$ cat src/rtl/reg_write_decoder.sv
// -----------------------------------------------------------------------------
// reg_write_decoder
//
// Write-side companion to the register read mux. A bus write is captured on the
// clock edge where s_sel & s_wr is high. On the next edge that write is turned
// into exactly one of the following:
//   - a one-hot strobe for DATA_REG R0-R9,
//   - a one-hot strobe for INST_REG I0-I9,
//   - an update of one CONT_REG register (OP_START / INT_MASK / INTERRUPT),
//   - or a single wr_err pulse when the address is illegal.
// A bus write presented in cycle k shows its strobe in cycle k+2, together
// with wr_data.
//
// Optional feature (macro REG_WRITE_PROTECT_EN):
//   Defined:   while op_start[0] is 1, writes to I0-I9 are dropped and flagged
//              with wr_err. DATA and CTRL writes are unaffected.
//   Undefined: INST_REG writes are always allowed.
//
// Ports
//   clk         in   1       system clock, rising edge
//   reset       in   1       asynchronous reset, active-high
//   s_sel       in   1       bus select
//   s_wr        in   1       bus write qualifier (write accepted on s_sel & s_wr)
//   s_addr      in   ADDR_W  write address
//   s_din       in   DATA_W  write data
//   op_done     in   1       core pulse, clears op_start[0]
//   int_set     in   DATA_W  per-bit interrupt set pulses
//   wr_data     out  DATA_W  write data, valid with its strobe, held until next write
//   wr_en_data  out  10      one-hot strobe, bit n -> Rn
//   wr_en_inst  out  10      one-hot strobe, bit n -> In
//   op_start    out  DATA_W  OP_START register
//   int_mask    out  DATA_W  INT_MASK register
//   interrupt   out  DATA_W  INTERRUPT register
//   irq         out  1       registered |(interrupt & ~int_mask)
//   wr_err      out  1       one-cycle pulse on an illegal or blocked write
//   dbg_state   out  1       FSM state (0 = IDLE, 1 = STROBE)
//
// Bus handshake: there is no ready. Every cycle with s_sel & s_wr high is one
// accepted write, including cycles where the FSM is already in STROBE, so
// back-to-back writes sustain one write per clock.
// -----------------------------------------------------------------------------
module reg_write_decoder #(
  parameter int                 DATA_W    = 64,
  parameter int                 ADDR_W    = 16,
  parameter logic [ADDR_W-1:0]  BASE_DATA = 'h0100,
  parameter logic [ADDR_W-1:0]  BASE_INST = 'h0110,
  parameter logic [ADDR_W-1:0]  BASE_CTRL = 'h0120
) (
  input  logic              clk,
  input  logic              reset,
  input  logic              s_sel,
  input  logic              s_wr,
  input  logic [ADDR_W-1:0] s_addr,
  input  logic [DATA_W-1:0] s_din,
  input  logic              op_done,
  input  logic [DATA_W-1:0] int_set,
  output logic [DATA_W-1:0] wr_data,
  output logic [9:0]        wr_en_data,
  output logic [9:0]        wr_en_inst,
  output logic [DATA_W-1:0] op_start,
  output logic [DATA_W-1:0] int_mask,
  output logic [DATA_W-1:0] interrupt,
  output logic              irq,
  output logic              wr_err,
  output logic              dbg_state
);

  typedef enum logic {
    IDLE   = 1'b0,
    STROBE = 1'b1
  } state_t;

  // ---------------------------------------------------------------------------
  // State
  // ---------------------------------------------------------------------------
  state_t              state_q,      state_d;
  logic [ADDR_W-1:0]   addr_q,       addr_d;
  logic [DATA_W-1:0]   din_q,        din_d;
  logic [DATA_W-1:0]   wr_data_q,    wr_data_d;
  logic [9:0]          wr_en_data_q, wr_en_data_d;
  logic [9:0]          wr_en_inst_q, wr_en_inst_d;
  logic [DATA_W-1:0]   op_start_q,   op_start_d;
  logic [DATA_W-1:0]   int_mask_q,   int_mask_d;
  logic [DATA_W-1:0]   interrupt_q,  interrupt_d;
  logic                irq_q,        irq_d;
  logic                wr_err_q,     wr_err_d;

  // ---------------------------------------------------------------------------
  // Decode of the captured address
  // ---------------------------------------------------------------------------
  logic                wr_accept;
  logic [ADDR_W-1:0]   off_data;
  logic [ADDR_W-1:0]   off_inst;
  logic [ADDR_W-1:0]   off_ctrl;
  logic                hit_data;
  logic                hit_inst;
  logic                hit_ctrl;
  logic                inst_blocked;
  logic                wr_op_start;
  logic                wr_int_mask;
  logic                wr_interrupt;

  assign wr_accept = s_sel & s_wr;

  // Offsets are taken with wrap-around subtraction, so an address below a
  // base becomes a large offset and falls out of range on its own.
  assign off_data = addr_q - BASE_DATA;
  assign off_inst = addr_q - BASE_INST;
  assign off_ctrl = addr_q - BASE_CTRL;

  assign hit_data = (off_data < ADDR_W'(10));
  assign hit_inst = (off_inst < ADDR_W'(10));
  assign hit_ctrl = (off_ctrl < ADDR_W'(3));

`ifdef REG_WRITE_PROTECT_EN
  // An operation in flight owns the instruction registers.
  assign inst_blocked = op_start_q[0];
`else
  assign inst_blocked = 1'b0;
`endif

  // ---------------------------------------------------------------------------
  // FSM and capture registers
  // ---------------------------------------------------------------------------
  always_comb begin
    state_d = state_q;
    addr_d  = addr_q;
    din_d   = din_q;
    // IDLE and STROBE both take a new write; STROBE falls back to IDLE when
    // nothing new arrives.
    if (wr_accept) begin
      state_d = STROBE;
      addr_d  = s_addr;
      din_d   = s_din;
    end else begin
      state_d = IDLE;
    end
  end

  // ---------------------------------------------------------------------------
  // Strobe generation, done only while the FSM is in STROBE
  // ---------------------------------------------------------------------------
  always_comb begin
    wr_en_data_d = '0;
    wr_en_inst_d = '0;
    wr_err_d     = 1'b0;
    wr_op_start  = 1'b0;
    wr_int_mask  = 1'b0;
    wr_interrupt = 1'b0;
    wr_data_d    = wr_data_q;

    if (state_q == STROBE) begin
      wr_data_d = din_q;
      if (hit_data) begin
        wr_en_data_d = 10'(1) << off_data[3:0];
      end else if (hit_inst && !inst_blocked) begin
        wr_en_inst_d = 10'(1) << off_inst[3:0];
      end else if (hit_ctrl) begin
        case (off_ctrl[1:0])
          2'd0:    wr_op_start  = 1'b1;
          2'd1:    wr_int_mask  = 1'b1;
          default: wr_interrupt = 1'b1;
        endcase
      end else begin
        // Unknown address or a blocked INST write.
        wr_err_d = 1'b1;
      end
    end
  end

  // ---------------------------------------------------------------------------
  // CONT_REG registers
  // ---------------------------------------------------------------------------
  always_comb begin
    // OP_START: op_done clears bit0; a write landing in the same cycle wins.
    op_start_d = op_start_q;
    if (op_done) begin
      op_start_d[0] = 1'b0;
    end
    if (wr_op_start) begin
      op_start_d = din_q;
    end

    int_mask_d = wr_int_mask ? din_q : int_mask_q;

    // INTERRUPT: write-1-to-clear, and set is applied afterwards so it wins.
    interrupt_d = interrupt_q;
    if (wr_interrupt) begin
      interrupt_d = interrupt_d & ~din_q;
    end
    interrupt_d = interrupt_d | int_set;

    // irq follows the registers with one cycle of delay.
    irq_d = |(interrupt_q & ~int_mask_q);
  end

  // ---------------------------------------------------------------------------
  // Flops
  // ---------------------------------------------------------------------------
  always_ff @(posedge clk or posedge reset) begin
    if (reset) begin
      state_q      <= IDLE;
      addr_q       <= '0;
      din_q        <= '0;
      wr_data_q    <= '0;
      wr_en_data_q <= '0;
      wr_en_inst_q <= '0;
      op_start_q   <= '0;
      int_mask_q   <= '0;
      interrupt_q  <= '0;
      irq_q        <= 1'b0;
      wr_err_q     <= 1'b0;
    end else begin
      state_q      <= state_d;
      addr_q       <= addr_d;
      din_q        <= din_d;
      wr_data_q    <= wr_data_d;
      wr_en_data_q <= wr_en_data_d;
      wr_en_inst_q <= wr_en_inst_d;
      op_start_q   <= op_start_d;
      int_mask_q   <= int_mask_d;
      interrupt_q  <= interrupt_d;
      irq_q        <= irq_d;
      wr_err_q     <= wr_err_d;
    end
  end

  // ---------------------------------------------------------------------------
  // Outputs
  // ---------------------------------------------------------------------------
  assign wr_data    = wr_data_q;
  assign wr_en_data = wr_en_data_q;
  assign wr_en_inst = wr_en_inst_q;
  assign op_start   = op_start_q;
  assign int_mask   = int_mask_q;
  assign interrupt  = interrupt_q;
  assign irq        = irq_q;
  assign wr_err     = wr_err_q;
  assign dbg_state  = state_q;

endmodule

$ cat config.mk
export PLATFORM = sky130hd
export DESIGN_NAME = reg_write_decoder
export DESIGN_NICKNAME = d
export VERILOG_FILES = /design/src/rtl/reg_write_decoder.sv
export SDC_FILE = /design/constraint.sdc
export NUM_CORES = 1
export LEC_CHECK = 0
export CAP_MARGIN = 20
export CORE_UTILIZATION = 51
export CTS_CLUSTER_DIAMETER = 120
export CTS_CLUSTER_SIZE = 30
export DETAILED_ROUTE_END_ITERATION = 6
export PLACE_DENSITY = 0.86
export SETUP_SLACK_MARGIN = 0.2
export SYNTH_ARGS = -nofsm -noshare
export SYNTH_HDL_FRONTEND = slang
export SYNTH_SLANG_ARGS = --single-unit
$ cat constraint.sdc
create_clock -name clk -period 34.7 [get_ports clk]
set_input_delay 6.94 -clock clk [delete_from_list [all_inputs] [get_ports clk]]
set_output_delay 6.94 -clock clk [all_outputs]
set_load 0.01 [all_outputs]
; ---- Yosys cells after proc, flatten, opt, wreduce, memory -nomap -nowiden
; Cells that the tools add are included.
; Widths: inputs -> output; s select.
[word_totals]
register_bits = 359
latch_bits = 0
ramBits = 0
rom_bits = 0
in_bits = 149
out_inout_bits = 279
mem_count = 0
[op_classes]
addsub = 3
mul = 0
div = 0
order_cmp = 3
eq_ne = 1
shift = 2
mux = 28
bitwise_logic = 6
n_reduce_logical = 4
[ops]
columns = op, count
row1 = $and 64x64->64, 2
row2 = $not 64->64, 2
row3 = $mux 64, 1
row4 = $or 64x64->64, 1
row5 = $reduce_or 64->1, 1
row6 = $mux 10, 5
row7 = $sub 16x9->16 const B, 3
row8 = $lt 16x4->1 const B, 2
row9 = $mux 1, 22
row10 = $shl 1x4->10 const A, 2
row11 = $lt 16x2->1 const B, 1
row12 = $eq 2x1->1 const B, 1
row13 = $logic_not 2->1, 1
row14 = $reduce_bool 2->1, 1
row15 = $reduce_or 2->1, 1
row16 = $and 1x1->1, 1

; ---- Depth between registers and ports, before layout
; Gate-level depths: netlist (run 1).
[depth]
depth_word = 10
mapped_depth = 9
depth_no_buf = 7

; ---- Worst setup path after synthesis (run 1)
; OpenSTA, ideal clock, no wires.
[synth_timing]
path_type = input-to-reg
start = input port s_sel
end = register addr_q[0]
t_arrival_ns = 8.061
t_required_ns = 34.575
slack_ns = 26.514
stages = 4
cell_sequence = and2_1 > clkbuf_1 > clkbuf_1 > mux2_2
[synth_via]
elab_chain_len = 1
[synth_lines]
columns = element, line
row1 = from (decl), 51  ; input logic s_sel,
row2 = $and 1x1->1, 103  ; assign wr_accept = s_sel & s_wr;
row3 = to (signal assigned), 215  ; addr_q <= addr_d;
row4 = to (decl), 77  ; logic [ADDR_W-1:0] addr_q, addr_d;
; Every way passes these cells.
; A chain may end at the register's enable or synchronous reset.

==> qor.csv, run 1 <==
metric,value,unit
outcome,"complete, no violations",
"Seq/Total Area, Yosys",0.643,
H-Tree Depth,1,
Max-slew headroom,0.265,
Final nets,1548,
total global-route track usage,0.285,
asr flop ratio synth,1.00,
Seq. cell area,8990,um^2
min cycle time layout,8.74,ns
Starting Density,0.519,
die area,28100,um^2
placed cells,1718,
post-CTS setup buffers,0,
drt pass-1 iters,4,
1st-iter DRT viols,578,
Critical Path RT,35.28,ns
Die Wd,168,um
Multi-input gate area,4560,um^2
Area Growth Syn to Fin,36.1,%
Post-Syn Nets,1133,
Fin Hold WS,0.500,ns
"Data arrival, critical path",9.32,ns
most frequent cells in the layout,"427 x clkdlybuf4s50_1, 358 x dfrtp_1, 142 x mux2_2",
CTS clock-pin slew for the worst setup and hold paths,0.11,ns
"slowest stage delay, CP",0.75,ns
maximum clock insertion buffer count,3,
crit path max fanout,68,
DIE HEIGHT,168,um
"most common cell after layout, fill and taps aside",clkdlybuf4s50_1,
crit path max-delay cell type,buf_4,
max_cap viols,0,
Post-CTS Resized,0,
Syn Inst Count,982,
CTS tree,yes,
fraction of layout cells with a size suffix above 1,0.127,
GP Congestion,0.907,
antenna violations before repair,4,
critical path endpoint category,asynchronous set/reset pin,
"Hold-fix buffers, CTS",0,
Core Footprint,27000,um^2
"Period Utilization, post-route",0.252,
Post-synth EDFFs,0,
VDD IR-drop max,38.6,uV
vias in the first global route,10100,
Ys Warns,0,
HP Class,reg -> reg,
Worst setup SP type,primary input,
Final HPWL DP,28.5,mm
ys flop type,dfrtp_1,
Avg Synthesized Cell Area,14.2,um^2
LEAKAGE,8.43,nW
synth unique cells,39,
Final Hold Viols,0,
DRC Markers,0,
Yosys reg bits,359,
"CP delay by family, top",buffers and inverters,
CP most frequent cell,buf_4,
FILL cells,1866,
"wirelength, routed",39.7,mm
grt total ovfl,0,
pin count of the biggest net entering global routing,149,
Worst Tran Pin Value,1.10,ns
Root Driver,clkbuf_16,
first-pass GRT wire length,60.7,mm
area fraction of the dominant cell type after synthesis,0.643,
Slew Limit Fails,0,
CP Buf/Inv Count,4,
Post-Synthesis Cell Area,14000,um^2
"Setup violations, final",0,
clock latency on the worst-skew pair,0.52,ns
worst path cell trace,"clkdlybuf4s50_1, inv_8, buf_4, buf_4",
pwr/cell area,42.5,nW/um^2
clock buffer count from CTS,15,
row cnt,60,
Synth area leaders,"dfrtp_1 64%, mux2_2 11%, mux2_1 10%",
vias,9675,
setup tns final,0,ns
Clock Sinks,359,
crit path kind,in -> async,
IO Pins,428,
largest area contributor in the netlist,dfrtp_1,
Max Freq,114,MHz
Routed WL per cell,22.8,um
input/output buffers,427,
Finished Layout Cells,1740,
skew final,0.0326,ns
RSZ-0062 raised after global routing,no,
Vias/cell,5.56,
ANT nets after route,0,
-- path summary, 6_finish.rpt --
check | slack (ns) | endpoint | cells past startpoint | startpoint
max in group clk | 26.11 | din_q[33] | 4 | s_sel
worst max-delay path | 25.96 | int_mask[23] | 4 | reset
worst min register to register | 0.50 | op_start[17] | 1 | op_start[17]
worst max register to register | 31.79 | int_mask[17] | 5 | addr_q[10]
worst min-delay path | 0.50 | op_start[17] | 1 | op_start[17]
min in group asynchronous | 6.82 | interrupt[54] | 2 | reset
-- cells by family after synthesis --
group,synth area share
DFF,0.643
AOI/OAI and AO/OA,0.0458
buffers and inverters,0.0321
and+or+nand+nor,0.0583
muxes,0.217
adders and majority gates,0.00179
xor gates and xnor gates,0.00188
-- routing by layer --
metal	global-route usage	part of all wire	vias to the layer above
met1	0.372	0.40	5007
met4	0.0897	0.032	0
met2	0.478	0.49	380
met5	0	0	-
li1	-	-	4220
met3	0.0589	0.071	68
-- synthesized netlist by cell type (all sizes together), types with 6 or more instances --
cell and n:
a221oi 8, nor3 14, nor4 8, or3 6, inv 64, nor2 9
nand2 31, mux2 270, or2 44, clkbuf 19, nand2b 8, dfrtp 359
a21oi 44, buf 20, o22ai 22, a21o 22
-- where the power goes --
| part | switching (mW) | internal, mW | leakage [nW] |
|---|---|---|---|
| combinational | 0.0473 | 0.0753 | 3.88 |
| sequential | 0.0328 | 0.450 | 4.36 |
| clock | 0.124 | 0.0802 | 0.192 |
| total | 0.204 | 0.606 | 8.43 |
-- worst reg2reg max path, stage by stage, from the launching register on --
cell      delay (ns)
dfrtp_1         0.40
or4_4           0.57
nor4b_2         0.33
nand4b_1        0.20
or3_4           0.71
mux2_1          0.59
-- sequential cells by signal (all words and copies together), names as in the netlist --
register / cells
op_start: 64
wr_en_data: 10
wr_err: 1
interrupt: 64
din_q: 64
wr_data: 64
dbg_state: 1
int_mask: 64
addr_q: 16
wr_en_inst: 10
irq: 1
-- cell type report --
cell class,count,share of cell area
Clock buffer,17,0.0201
Antenna cell,1,0.000132
Inverter,64,0.0130
Sequential cell,359,0.472
Timing Repair Buffer,437,0.232
Multi-Input combinational cell,520,0.240
Clock inverter,1,0.000460
Tap cell,341,0.0224
-- through the flow --
step           instance area [um^2]  utilization  power [mW]  worst slack, ns
2_1_floorplan                 14000            -       0.533            17.80
3_5_place_dp                  18500        0.688       0.613            24.77
3_3_place_gp                  18500        0.688       0.607            24.82
4_1_cts                       18900        0.703       0.814            25.35
5_1_grt                       19000        0.706       0.841            25.61
6_report                      19000        0.706       0.809            25.96
No activity file was read; power rests on OpenSTA's default activity.
==> run 2, diff against run 1 <==
--- a/config.mk
+++ b/config.mk
@@ -6,11 +6,11 @@
 export NUM_CORES = 1
 export LEC_CHECK = 0
 export CAP_MARGIN = 20
-export CORE_UTILIZATION = 51
+export CORE_UTILIZATION = 47
 export CTS_CLUSTER_DIAMETER = 120
 export CTS_CLUSTER_SIZE = 30
 export DETAILED_ROUTE_END_ITERATION = 6
-export PLACE_DENSITY = 0.86
+export PLACE_DENSITY = 0.8
 export SETUP_SLACK_MARGIN = 0.2
 export SYNTH_ARGS = -nofsm -noshare
 export SYNTH_HDL_FRONTEND = slang
==> constraint.sdc (replaced) <==
create_clock -name clk -period 8.3 [get_ports clk]
set_input_delay 1.66 -clock clk [delete_from_list [all_inputs] [get_ports clk]]
set_output_delay 1.66 -clock clk [all_outputs]
set_load 0.01 [all_outputs]
==> run 2 against run 1 <==
  * Via count fell by 1.7%
  * Non-clock buffer count fell by 3
  * Count of clock-buffer cells in the layout did not move
  * Final cell count rose by 2.4%
  * Setup slack got worse by 21 ns
  * Clock skew fell by 0.018 ns
  * Global-route usage fell by 2.4 points
  * Worst hold slack improved by 0.0025 ns
  * Critical path type is now reg -> out
  * Largest cell class unchanged
  * Sequential share of layout area barely moved
  * Largest power group unchanged
==> qor.csv, run 2 (synthesis gave the netlist of run 1 again) <==
metric,value,unit
outcome,"complete, no violations",
"Period Utilization, post-route",0.388,
Critical Path RT,6.64,ns
pin count of the biggest net entering global routing,186,
Area Growth Syn to Fin,36.1,%
crit path max fanout,3,
VDD IR-drop max,195,uV
vias,9511,
post-route cell area,19000,um^2
grt total ovfl,0,
input/output buffers,427,
FILL cells,2237,
RSZ-0062 raised after global routing,no,
Vias/cell,5.34,
Final Hold Viols,0,
Final nets,1545,
antenna violations before repair,5,
crit path max-delay cell type,clkdlybuf4s50_1,
first-pass GRT wire length,60.0,mm
Worst setup SP type,register,
CTS tree,yes,
placed cells,1760,
crit path kind,reg -> out,
row cnt,62,
DIE HEIGHT,174,um
DRC Markers,0,
pwr/cell area,177,nW/um^2
Routed WL per cell,22.3,um
critical path endpoint category,output port,
clock latency on the worst-skew pair,0.51,ns
min cycle time layout,3.22,ns
"wirelength, routed",39.8,mm
maximum clock insertion buffer count,3,
clock buffer count from CTS,15,
Core Footprint,29000,um^2
Seq. cell area,8990,um^2
"slowest stage delay, CP",0.64,ns
LEAKAGE,8.39,nW
ANT nets after route,0,
setup tns final,0,ns
"most common cell after layout, fill and taps aside",clkdlybuf4s50_1,
Final HPWL DP,28.4,mm
Post-CTS Resized,0,
dpl cell area,18600,um^2
drt pass-1 iters,4,
fraction of layout cells with a size suffix above 1,0.125,
most frequent cells in the layout,"427 x clkdlybuf4s50_1, 358 x dfrtp_1, 142 x mux2_2",
total global-route track usage,0.261,
HP Class,reg -> reg,
"Setup violations, final",0,
Root Driver,clkbuf_16,
die area,30400,um^2
max_cap viols,0,
Starting Density,0.482,
worst path cell trace,clkdlybuf4s50_1,
Multi-input gate area,4560,um^2
vias in the first global route,9693,
"Hold-fix buffers, CTS",0,
"Data arrival, critical path",1.56,ns
CTS clock-pin slew for the worst setup and hold paths,0.11,ns
CP Buf/Inv Count,1,
"CP delay by family, top",buffers and inverters,
IO Pins,428,
skew final,0.0143,ns
H-Tree Depth,1,
Die Wd,174,um
Max-slew headroom,0.256,
Slew Limit Fails,0,
post-CTS setup buffers,0,
GP Congestion,0.843,
Clock Sinks,359,
Worst Tran Pin Value,1.12,ns
1st-iter DRT viols,524,
Finished Layout Cells,1781,
Max Freq,311,MHz
## run 2: cell type report
class	instances	share of cell area
Sequential cell	359	0.472
Multi-Input combinational cell	520	0.240
Timing Repair Buffer	434	0.230
Tap cell	384	0.0252
Clock buffer	17	0.0201
Inverter	64	0.0128
Antenna cell	3	0.000394
## run 2: worst paths after layout
path | start | end | slack [ns] | cells past startpoint
max in group asynchronous | reset | op_start[45] | 5.70 | 3
worst max register to register | dbg_state | interrupt[7] | 5.11 | 6
worst min-delay path | op_start[55] | op_start[55] | 0.50 | 1
worst max-delay path | int_mask[51] | int_mask[51] | 5.08 | 1
min in group asynchronous | reset | din_q[19] | 1.71 | 3
worst min register to register | op_start[55] | op_start[55] | 0.50 | 1
## run 2: stage by stage
stage	worst slack (ns)	hold WS (ns)	utilization	total power, mW
after floorplan	1.83	0.482	-	2.23
after global placement	4.55	0.473	0.642	2.54
after detailed placement	4.54	0.482	0.642	2.56
after CTS	5.06	0.507	0.655	3.41
after global routing	5.01	0.522	0.656	3.51
final	5.08	0.503	0.656	3.38
## run 2: per-layer routing
| layer | wire length (um) | global-route usage | vias up | part of all wire |
|---|---|---|---|---|
| li1 | - | - | 4220 | - |
| met1 | 16400 | 0.344 | 4878 | 0.41 |
| met2 | 19200 | 0.429 | 359 | 0.48 |
| met3 | 3060 | 0.0601 | 54 | 0.077 |
| met4 | 1140 | 0.0782 | 0 | 0.029 |
| met5 | 0 | 0 | - | 0 |
## run 2: report_power, final
group	switching, mW	internal, mW	total [mW]
Combinational	0.193	0.314	0.507
Clock	0.520	0.333	0.853
Sequential	0.137	1.88	2.02
Total	0.850	2.53	3.38
